[config.mk]
export PLATFORM = sky130hd
export DESIGN_NAME = mmio_uart_tx
export DESIGN_NICKNAME = d
export VERILOG_FILES = /design/src/rtl/uart_defs_pkg.sv /design/src/rtl/sync_fifo.sv /design/src/rtl/mmio_uart_tx.sv
export SDC_FILE = /design/constraint.sdc
export NUM_CORES = 1
export LEC_CHECK = 0
export ABC_AREA = 1
export BUFFER_PORTS_ARGS = -buffer_cell sky130_fd_sc_hd__buf_4
export CAP_MARGIN = 40
export CORE_MARGIN = 2
export CORE_UTILIZATION = 35
export DETAILED_ROUTE_END_ITERATION = 10
export GPL_TIMING_DRIVEN = 1
export PLACE_DENSITY = 0.58
export SLEW_MARGIN = 20
export SYNTH_ARGS = -nofsm -noshare
export SYNTH_HDL_FRONTEND = slang
export SYNTH_HIERARCHICAL = 1
export SYNTH_SLANG_ARGS = --single-unit
[constraint.sdc]
create_clock -name clk -period 5.45 [get_ports clk]
set_input_delay 0 -clock clk [delete_from_list [all_inputs] [get_ports clk]]
set_output_delay 0 -clock clk [all_outputs]
set_load 0.01 [all_outputs]
[src/rtl/uart_defs_pkg.sv]
// Shared definitions for the memory-mapped UART transmitter: register offsets,
// STATUS bit positions, divisor width and TX state encoding (UART_TX_PARITY_EN adds PARITY).
package uart_defs_pkg;
  localparam int DIV_W = 16;

  localparam logic [1:0] OFF_DATA   = 2'd0;
  localparam logic [1:0] OFF_STATUS = 2'd1;
  localparam logic [1:0] OFF_DIV    = 2'd2;
  localparam logic [1:0] OFF_RSVD   = 2'd3;

  localparam int ST_TX_ACTIVE = 0;
  localparam int ST_FULL      = 1;
  localparam int ST_EMPTY     = 2;
  localparam int ST_OVF       = 3;
  localparam int ST_PARITY    = 4;
  localparam int ST_COUNT_LSB = 8;

`ifdef UART_TX_PARITY_EN
  localparam logic PARITY_EN = 1'b1;
  typedef enum logic [2:0] {S_IDLE, S_START, S_DATA, S_PARITY, S_STOP} tx_state_e;
`else
  localparam logic PARITY_EN = 1'b0;
  typedef enum logic [1:0] {S_IDLE, S_START, S_DATA, S_STOP} tx_state_e;
`endif
endpackage

[src/rtl/sync_fifo.sv]
// Synchronous FIFO with combinational read port; a push into a full FIFO is
// accepted only when a pop happens in the same cycle.
module sync_fifo #(
  parameter int WIDTH = 8,
  parameter int DEPTH = 16,
  localparam int AW = $clog2(DEPTH),
  localparam int CW = $clog2(DEPTH + 1)
) (
  input  logic             clk,
  input  logic             rst,
  input  logic             push_i,
  input  logic [WIDTH-1:0] wdata_i,
  input  logic             pop_i,
  output logic [WIDTH-1:0] rdata_o,
  output logic             full_o,
  output logic             empty_o,
  output logic [CW-1:0]    count_o
);
  logic [WIDTH-1:0] mem_q [DEPTH];
  logic [AW-1:0]    wptr_q, wptr_d, rptr_q, rptr_d;
  logic [CW-1:0]    count_q, count_d;
  logic             push_ok, pop_ok;

  assign full_o  = (count_q == CW'(DEPTH));
  assign empty_o = (count_q == '0);
  assign count_o = count_q;
  assign rdata_o = mem_q[rptr_q];
  assign pop_ok  = pop_i && !empty_o;
  assign push_ok = push_i && (!full_o || pop_ok);

  always_comb begin
    wptr_d  = wptr_q;
    rptr_d  = rptr_q;
    count_d = count_q;
    if (push_ok) wptr_d = wptr_q + AW'(1);
    if (pop_ok)  rptr_d = rptr_q + AW'(1);
    if (push_ok && !pop_ok)      count_d = count_q + CW'(1);
    else if (pop_ok && !push_ok) count_d = count_q - CW'(1);
  end

  always_ff @(posedge clk) begin
    if (rst) begin
      wptr_q  <= '0;
      rptr_q  <= '0;
      count_q <= '0;
    end else begin
      wptr_q  <= wptr_d;
      rptr_q  <= rptr_d;
      count_q <= count_d;
    end
  end

  always_ff @(posedge clk) begin
    if (push_ok) mem_q[wptr_q] <= wdata_i;
  end
endmodule

[src/rtl/mmio_uart_tx.sv]
// Memory-mapped UART transmitter: register decode, TX FIFO and serialiser.
// Define UART_TX_PARITY_EN for an even-parity bit between data and stop.
module mmio_uart_tx
  import uart_defs_pkg::*;
#(
  parameter logic [31:0]      BASE_ADDR   = 32'h0000_1000,
  parameter int               FIFO_DEPTH  = 16,
  parameter logic [DIV_W-1:0] DEFAULT_DIV = 16'd868
) (
  input  logic        clk,
  input  logic        rst,
  input  logic        MemRead,
  input  logic        MemWrite,
  input  logic [2:0]  func3,
  input  logic [31:0] addr,
  input  logic [31:0] data_in,
  output logic        hit,
  output logic [31:0] rd_data,
  output logic        tx,
  output logic        busy
);
  localparam int CW = $clog2(FIFO_DEPTH + 1);

  tx_state_e        state_q, state_d;
  logic [DIV_W-1:0] div_q, bit_div_q, bit_div_d, timer_q, timer_d;
  logic [2:0]       bit_idx_q, bit_idx_d;
  logic [7:0]       data_q, data_d;
  logic             ovf_q;
  logic             pop, bit_end, wr;
  logic [1:0]       off;
  logic [7:0]       fifo_rdata;
  logic             fifo_full, fifo_empty;
  logic [CW-1:0]    fifo_count;
  logic             unused_bits;

  assign unused_bits = ^{func3, addr[1:0], data_in[31:16]};

  assign hit = (addr[31:4] == BASE_ADDR[31:4]) && (MemRead || MemWrite);
  assign wr  = MemWrite && hit;
  assign off = addr[3:2];

  sync_fifo #(.WIDTH(8), .DEPTH(FIFO_DEPTH)) u_fifo (
    .clk     (clk),
    .rst     (rst),
    .push_i  (wr && (off == OFF_DATA)),
    .wdata_i (data_in[7:0]),
    .pop_i   (pop),
    .rdata_o (fifo_rdata),
    .full_o  (fifo_full),
    .empty_o (fifo_empty),
    .count_o (fifo_count)
  );

  always_ff @(posedge clk) begin
    if (rst) begin
      div_q <= DEFAULT_DIV;
      ovf_q <= 1'b0;
    end else begin
      if (wr && (off == OFF_DIV))
        div_q <= (data_in[15:0] == '0) ? DIV_W'(1) : data_in[15:0];
      // a dropped push only happens when full and nothing leaves this cycle
      if (wr && (off == OFF_DATA) && fifo_full && !pop)
        ovf_q <= 1'b1;
      else if (wr && (off == OFF_STATUS) && data_in[ST_OVF])
        ovf_q <= 1'b0;
    end
  end

  always_comb begin
    rd_data = '0;
    if (hit) begin
      case (off)
        OFF_STATUS: begin
          rd_data[ST_TX_ACTIVE]         = (state_q != S_IDLE);
          rd_data[ST_FULL]              = fifo_full;
          rd_data[ST_EMPTY]             = fifo_empty;
          rd_data[ST_OVF]               = ovf_q;
          rd_data[ST_PARITY]            = PARITY_EN;
          rd_data[ST_COUNT_LSB +: CW]   = fifo_count;
        end
        OFF_DIV:            rd_data[DIV_W-1:0] = div_q;
        OFF_DATA, OFF_RSVD: rd_data = '0;
      endcase
    end
  end

  assign bit_end = (timer_q == bit_div_q - DIV_W'(1));

  always_ff @(posedge clk) begin
    if (rst) begin
      state_q   <= S_IDLE;
      timer_q   <= '0;
      bit_idx_q <= '0;
    end else begin
      state_q   <= state_d;
      timer_q   <= timer_d;
      bit_idx_q <= bit_idx_d;
    end
  end

  always_ff @(posedge clk) begin
    data_q    <= data_d;
    bit_div_q <= bit_div_d;
  end

  // popping again at the end of STOP keeps frames back-to-back
  always_comb begin
    state_d   = state_q;
    timer_d   = timer_q + DIV_W'(1);
    bit_idx_d = bit_idx_q;
    data_d    = data_q;
    bit_div_d = bit_div_q;
    pop       = 1'b0;
    case (state_q)
      S_IDLE: begin
        timer_d = '0;
        if (!fifo_empty) begin
          pop       = 1'b1;
          data_d    = fifo_rdata;
          bit_div_d = div_q;
          state_d   = S_START;
        end
      end
      S_START: if (bit_end) begin
        timer_d   = '0;
        bit_idx_d = '0;
        state_d   = S_DATA;
      end
      S_DATA: if (bit_end) begin
        timer_d   = '0;
        bit_idx_d = bit_idx_q + 3'd1;
`ifdef UART_TX_PARITY_EN
        if (bit_idx_q == 3'd7) state_d = S_PARITY;
`else
        if (bit_idx_q == 3'd7) state_d = S_STOP;
`endif
      end
`ifdef UART_TX_PARITY_EN
      S_PARITY: if (bit_end) begin
        timer_d = '0;
        state_d = S_STOP;
      end
`endif
      S_STOP: if (bit_end) begin
        timer_d = '0;
        if (!fifo_empty) begin
          pop       = 1'b1;
          data_d    = fifo_rdata;
          bit_div_d = div_q;
          state_d   = S_START;
        end else begin
          state_d = S_IDLE;
        end
      end
      default: begin
        timer_d = '0;
        state_d = S_IDLE;
      end
    endcase
  end

  always_comb begin
    tx = 1'b1;
    case (state_q)
      S_START:  tx = 1'b0;
      S_DATA:   tx = data_q[bit_idx_q];
`ifdef UART_TX_PARITY_EN
      S_PARITY: tx = ^data_q;
`endif
      default:  tx = 1'b1;
    endcase
  end

  assign busy = (state_q != S_IDLE) || !fifo_empty;
endmodule

==> results by group <==
Run status
  – Run status: completed

Worst setup path
  – Setup CP Type: reg2reg
  – Worst path slowest cell: edfxtp_1
  – CP max stage delay: 0.42 ns
  – Most frequent cell on the critical path: nand2_1
  – Type of destination of the critical path: register
  – Crit path DAT: 4.42 ns
  – CP Max Fanout: 19
  – Worst R2R Start: bit_div_q[0]$_DFFE_PP_
  – CP required: 5.92 ns
  – Reg2Reg Setup Slack: 1.50 ns
  – Crit path launch type: register
  – Worst R2R End: u_fifo/count_o[4]$_SDFFE_PP0P_
  – Worst reg2reg path depth: 25

GRT
  – First-pass GRT wire length: 38480 µm
  – Initial antenna violation count: 0
  – Aggregate global routing overflow: 0
  – Largest net degree at the start of global routing: 52
  – Number of global-route vias before repair: 7303
  – Gr usage total: 15.80%

Floorplan
  – # IOs: 106
  – Die Area: 29970 µm²
  – Core area: 27930 µm²
  – DIE HEIGHT: 173.1 µm
  – Cell row count: 61
  – Starting density of the core: 35.83%
  – Chip width: 173.1 µm

Yosys
  – Synth Instances: 1095
  – Netlist Area Pre-Place: 10010 µm²
  – Mean area per synthesized cell: 9.141 µm²
  – Syn. warnings: 6
  – Yosys reg bits: 207
  – Post-synthesis cell type count: 50
  – Register area share after synthesis: 56.60%

Timing
  – Maximum clock frequency: 253.2 MHz
  – # setup viols final: 0
  – Final Hold Viols: 0
  – Fin crit share: 72.46%
  – RSZ-0062 raised after global routing: false
  – Worst Skew: 0.02650 ns
  – Post-layout min period: 3.949 ns
  – Slew margin rel.: 50.20%
  – Slew Viols, Final: 0
  – Total negative slack: 0 ns
  – Worst slew pin tran: 0.7460 ns

Hold path
  – HP Start: addr[3]
  – Hold path cells: 6
  – Hold crit path type: in2reg
  – Hold Crit Endpoint: u_fifo/wptr_q[3]$_SDFFE_PP0P_

Cells and area
  – Layout cell share with drive strength beyond 1: 14.32%
  – Multi-input logic area: 3671 µm²
  – Ant diodes: 0
  – Fill cell count: 2786
  – NumNets Final: 1287
  – P&R area growth vs syn: 19.78%
  – Final Util: 42.92%
  – FF/Latch Area: 5667 µm²

Power and ir drop
  – PwrDens: 304.5 nW/µm²
  – Total power: 0.003651 W
  – VDD IR-drop max: 0.0003415 V
  – Leakage: 4.709 nW

Clock network
  – # resized after CTS: 0
  – Longest Clk Path Bufs: 3
  – Sink Count: 207
  – Post CTS Setup Buffer Count: 0
  – Root Buffer: clkbuf_16
  – Clock transition at path regs: 0.06 ns
  – TritonCTS clock tree: yes
  – Total CTS buffers: 23
  – H-tree depth: 1
  – Clk Latency, worst-skew pair: 0.53 ns

Route
  – Drc violations: 0
  – Routed Antenna Nets: 0
  – Vias per inst: 4.760
  – Drt total wl: 23660 µm
  – 1st-iter DRT viols: 585
  – DR WL/cell: 14.85 µm
  – Via count: 7583
  – TritonRoute pass-1 iters: 6

Job
  – Maxcap violations: 0

Placement
  – DP Wirelength: 15980 µm
  – Port Buffers: 68
  – Gpl congestion: 0.8269
sequential cells by signal (all words and copies together), names as in the netlist, named ones only:
signal	cells
bit_div_q	16
bit_idx_q	3
data_q	8
div_q	16
ovf_q	1
state_q	2
timer_q	16
u_fifo/count_o	5
u_fifo/mem_q	128
u_fifo/rptr_q	4
u_fifo/wptr_q	4
metal layers:
metal	vias to the layer above	part of all wire (%)	global-route usage, %
met5	-	0	0
met4	0	2.1	4.061
met3	40	4.6	2.331
met2	156	48	26.83
met1	3581	45	21.17
li1	3806	-	-
metrics by stage:
stage,setup slack (ns),area [µm²],hold slack (ns),instances
global placement,1.551,10800,0.2243,1517
global route,0.9516,11990,0.05402,1593
floorplan,1.737,10070,0.06907,1110
CTS,1.505,11990,0.006657,1593
detailed placement,1.514,10890,0.2304,1524
finish,1.501,11990,0.02898,1593
repair_timing:
item,in CTS,in global routing
setup endpoints to repair,0,0
hold buffers,27,0
endpoints found under the hold margin,156,0
cells in the mapped netlist (all sizes together):
master  number  area, µm²
a22oi        8      75.08
edfxtp     152       4564
o21ai       38      190.2
nand3       94      488.0
nand4       14      93.84
a221oi       1      8.760
conb         1      3.750
o211ai      12      95.09
o21a         1      7.510
buf         40      297.8
nand3b       3      22.52
nor3        25      151.4
fa           1      20.02
or2          5      31.28
ha          17      212.7
clkbuf      10      40.04
xnor2        7      61.31
clkinv       1      5.000
nor2       158      645.6
o22ai        1      6.260
o221ai       1      8.760
and3         1      6.260
nor4         7      56.30
mux2i        2      20.02
dfxtp       55       1101
a21boi       1      7.510
nand2      287       1097
inv        108      405.4
xor2        15      131.4
a21oi       25      125.1
nor3b        4      30.03
power by group:
group	leakage [nW]	switching, W	internal [W]
sequential	1.80	0.0000121	0.00169
clock	0.400	0.000663	0.00103
combinational	2.51	0.000154	0.0000964
total	4.71	0.000829	0.00282
worst max path at each step:
stage	from	to	slack (ns)	cells past startpoint
after floorplan	bit_div_q[0]$_DFFE_PP_	bit_div_q[0]$_DFFE_PP_	1.74	10
after global placement	bit_div_q[0]$_DFFE_PP_	u_fifo/count_o[3]$_SDFFE_PP0P_	1.55	25
after detailed placement	bit_div_q[0]$_DFFE_PP_	u_fifo/count_o[4]$_SDFFE_PP0P_	1.51	25
after CTS	bit_div_q[0]$_DFFE_PP_	u_fifo/count_o[4]$_SDFFE_PP0P_	1.51	25
after global routing	bit_div_q[0]$_DFFE_PP_	u_fifo/count_o[3]$_SDFFE_PP0P_	0.95	25
final	bit_div_q[0]$_DFFE_PP_	u_fifo/count_o[4]$_SDFFE_PP0P_	1.50	25
cells in the final DEF, fill, tap and decap left out, types with 7 or more instances in the layout:
cell           netlist  routed
dfxtp_1             55      54
clkbuf_16            0      23
o211ai_1            11      11
xnor2_1              7       7
edfxtp_1           152     152
conb_1               1      16
nor2_2              12      12
dlygate4sd3_1        0      27
nand3_1             92      92
nand4_1             13      13
nand2_1            281     281
ha_1                17      17
nor3_1              21      18
inv_1              103     103
buf_4               20      81
a21oi_1             25      25
xor2_1              15      15
nor2_1             143     143
o21ai_0             33      33
worst max-delay path, delay by kind of cell, from the launching register on:
| kind | cells | cell delay [ns] |
|---|---|---|
| adders and majority gates | 3 | 0.69 |
| DFF | 1 | 0.42 |
| buffers and inverters | 5 | 0.56 |
| AOI/OAI and AO/OA | 2 | 0.40 |
| and+or+nand+nor | 15 | 1.83 |
area by class of cell:
cell class / instances / area share (%)
Clock buffer: 24 / 4.915
Clock inverter: 18 / 1.983
Inverter: 109 / 3.423
Multi-Input combinational cell: 744 / 30.62
Sequential cell: 207 / 47.27
Tap cell: 378 / 3.945
Timing Repair Buffer: 113 / 7.848
kinds of logic after synthesis:
logic type                 after synthesis  share of synthesized area (%)
AOI/OAI and AO/OA                       88                          5.238
DFF                                    207                          56.60
other                                    1                        0.03746
and+or+nand+nor                        598                          26.20
adders and majority gates               18                          2.325
muxes                                    2                         0.2000
xor gates and xnor gates                22                          1.925
buffers and inverters                  159                          7.475
No activity file was read; power rests on OpenSTA's default activity.
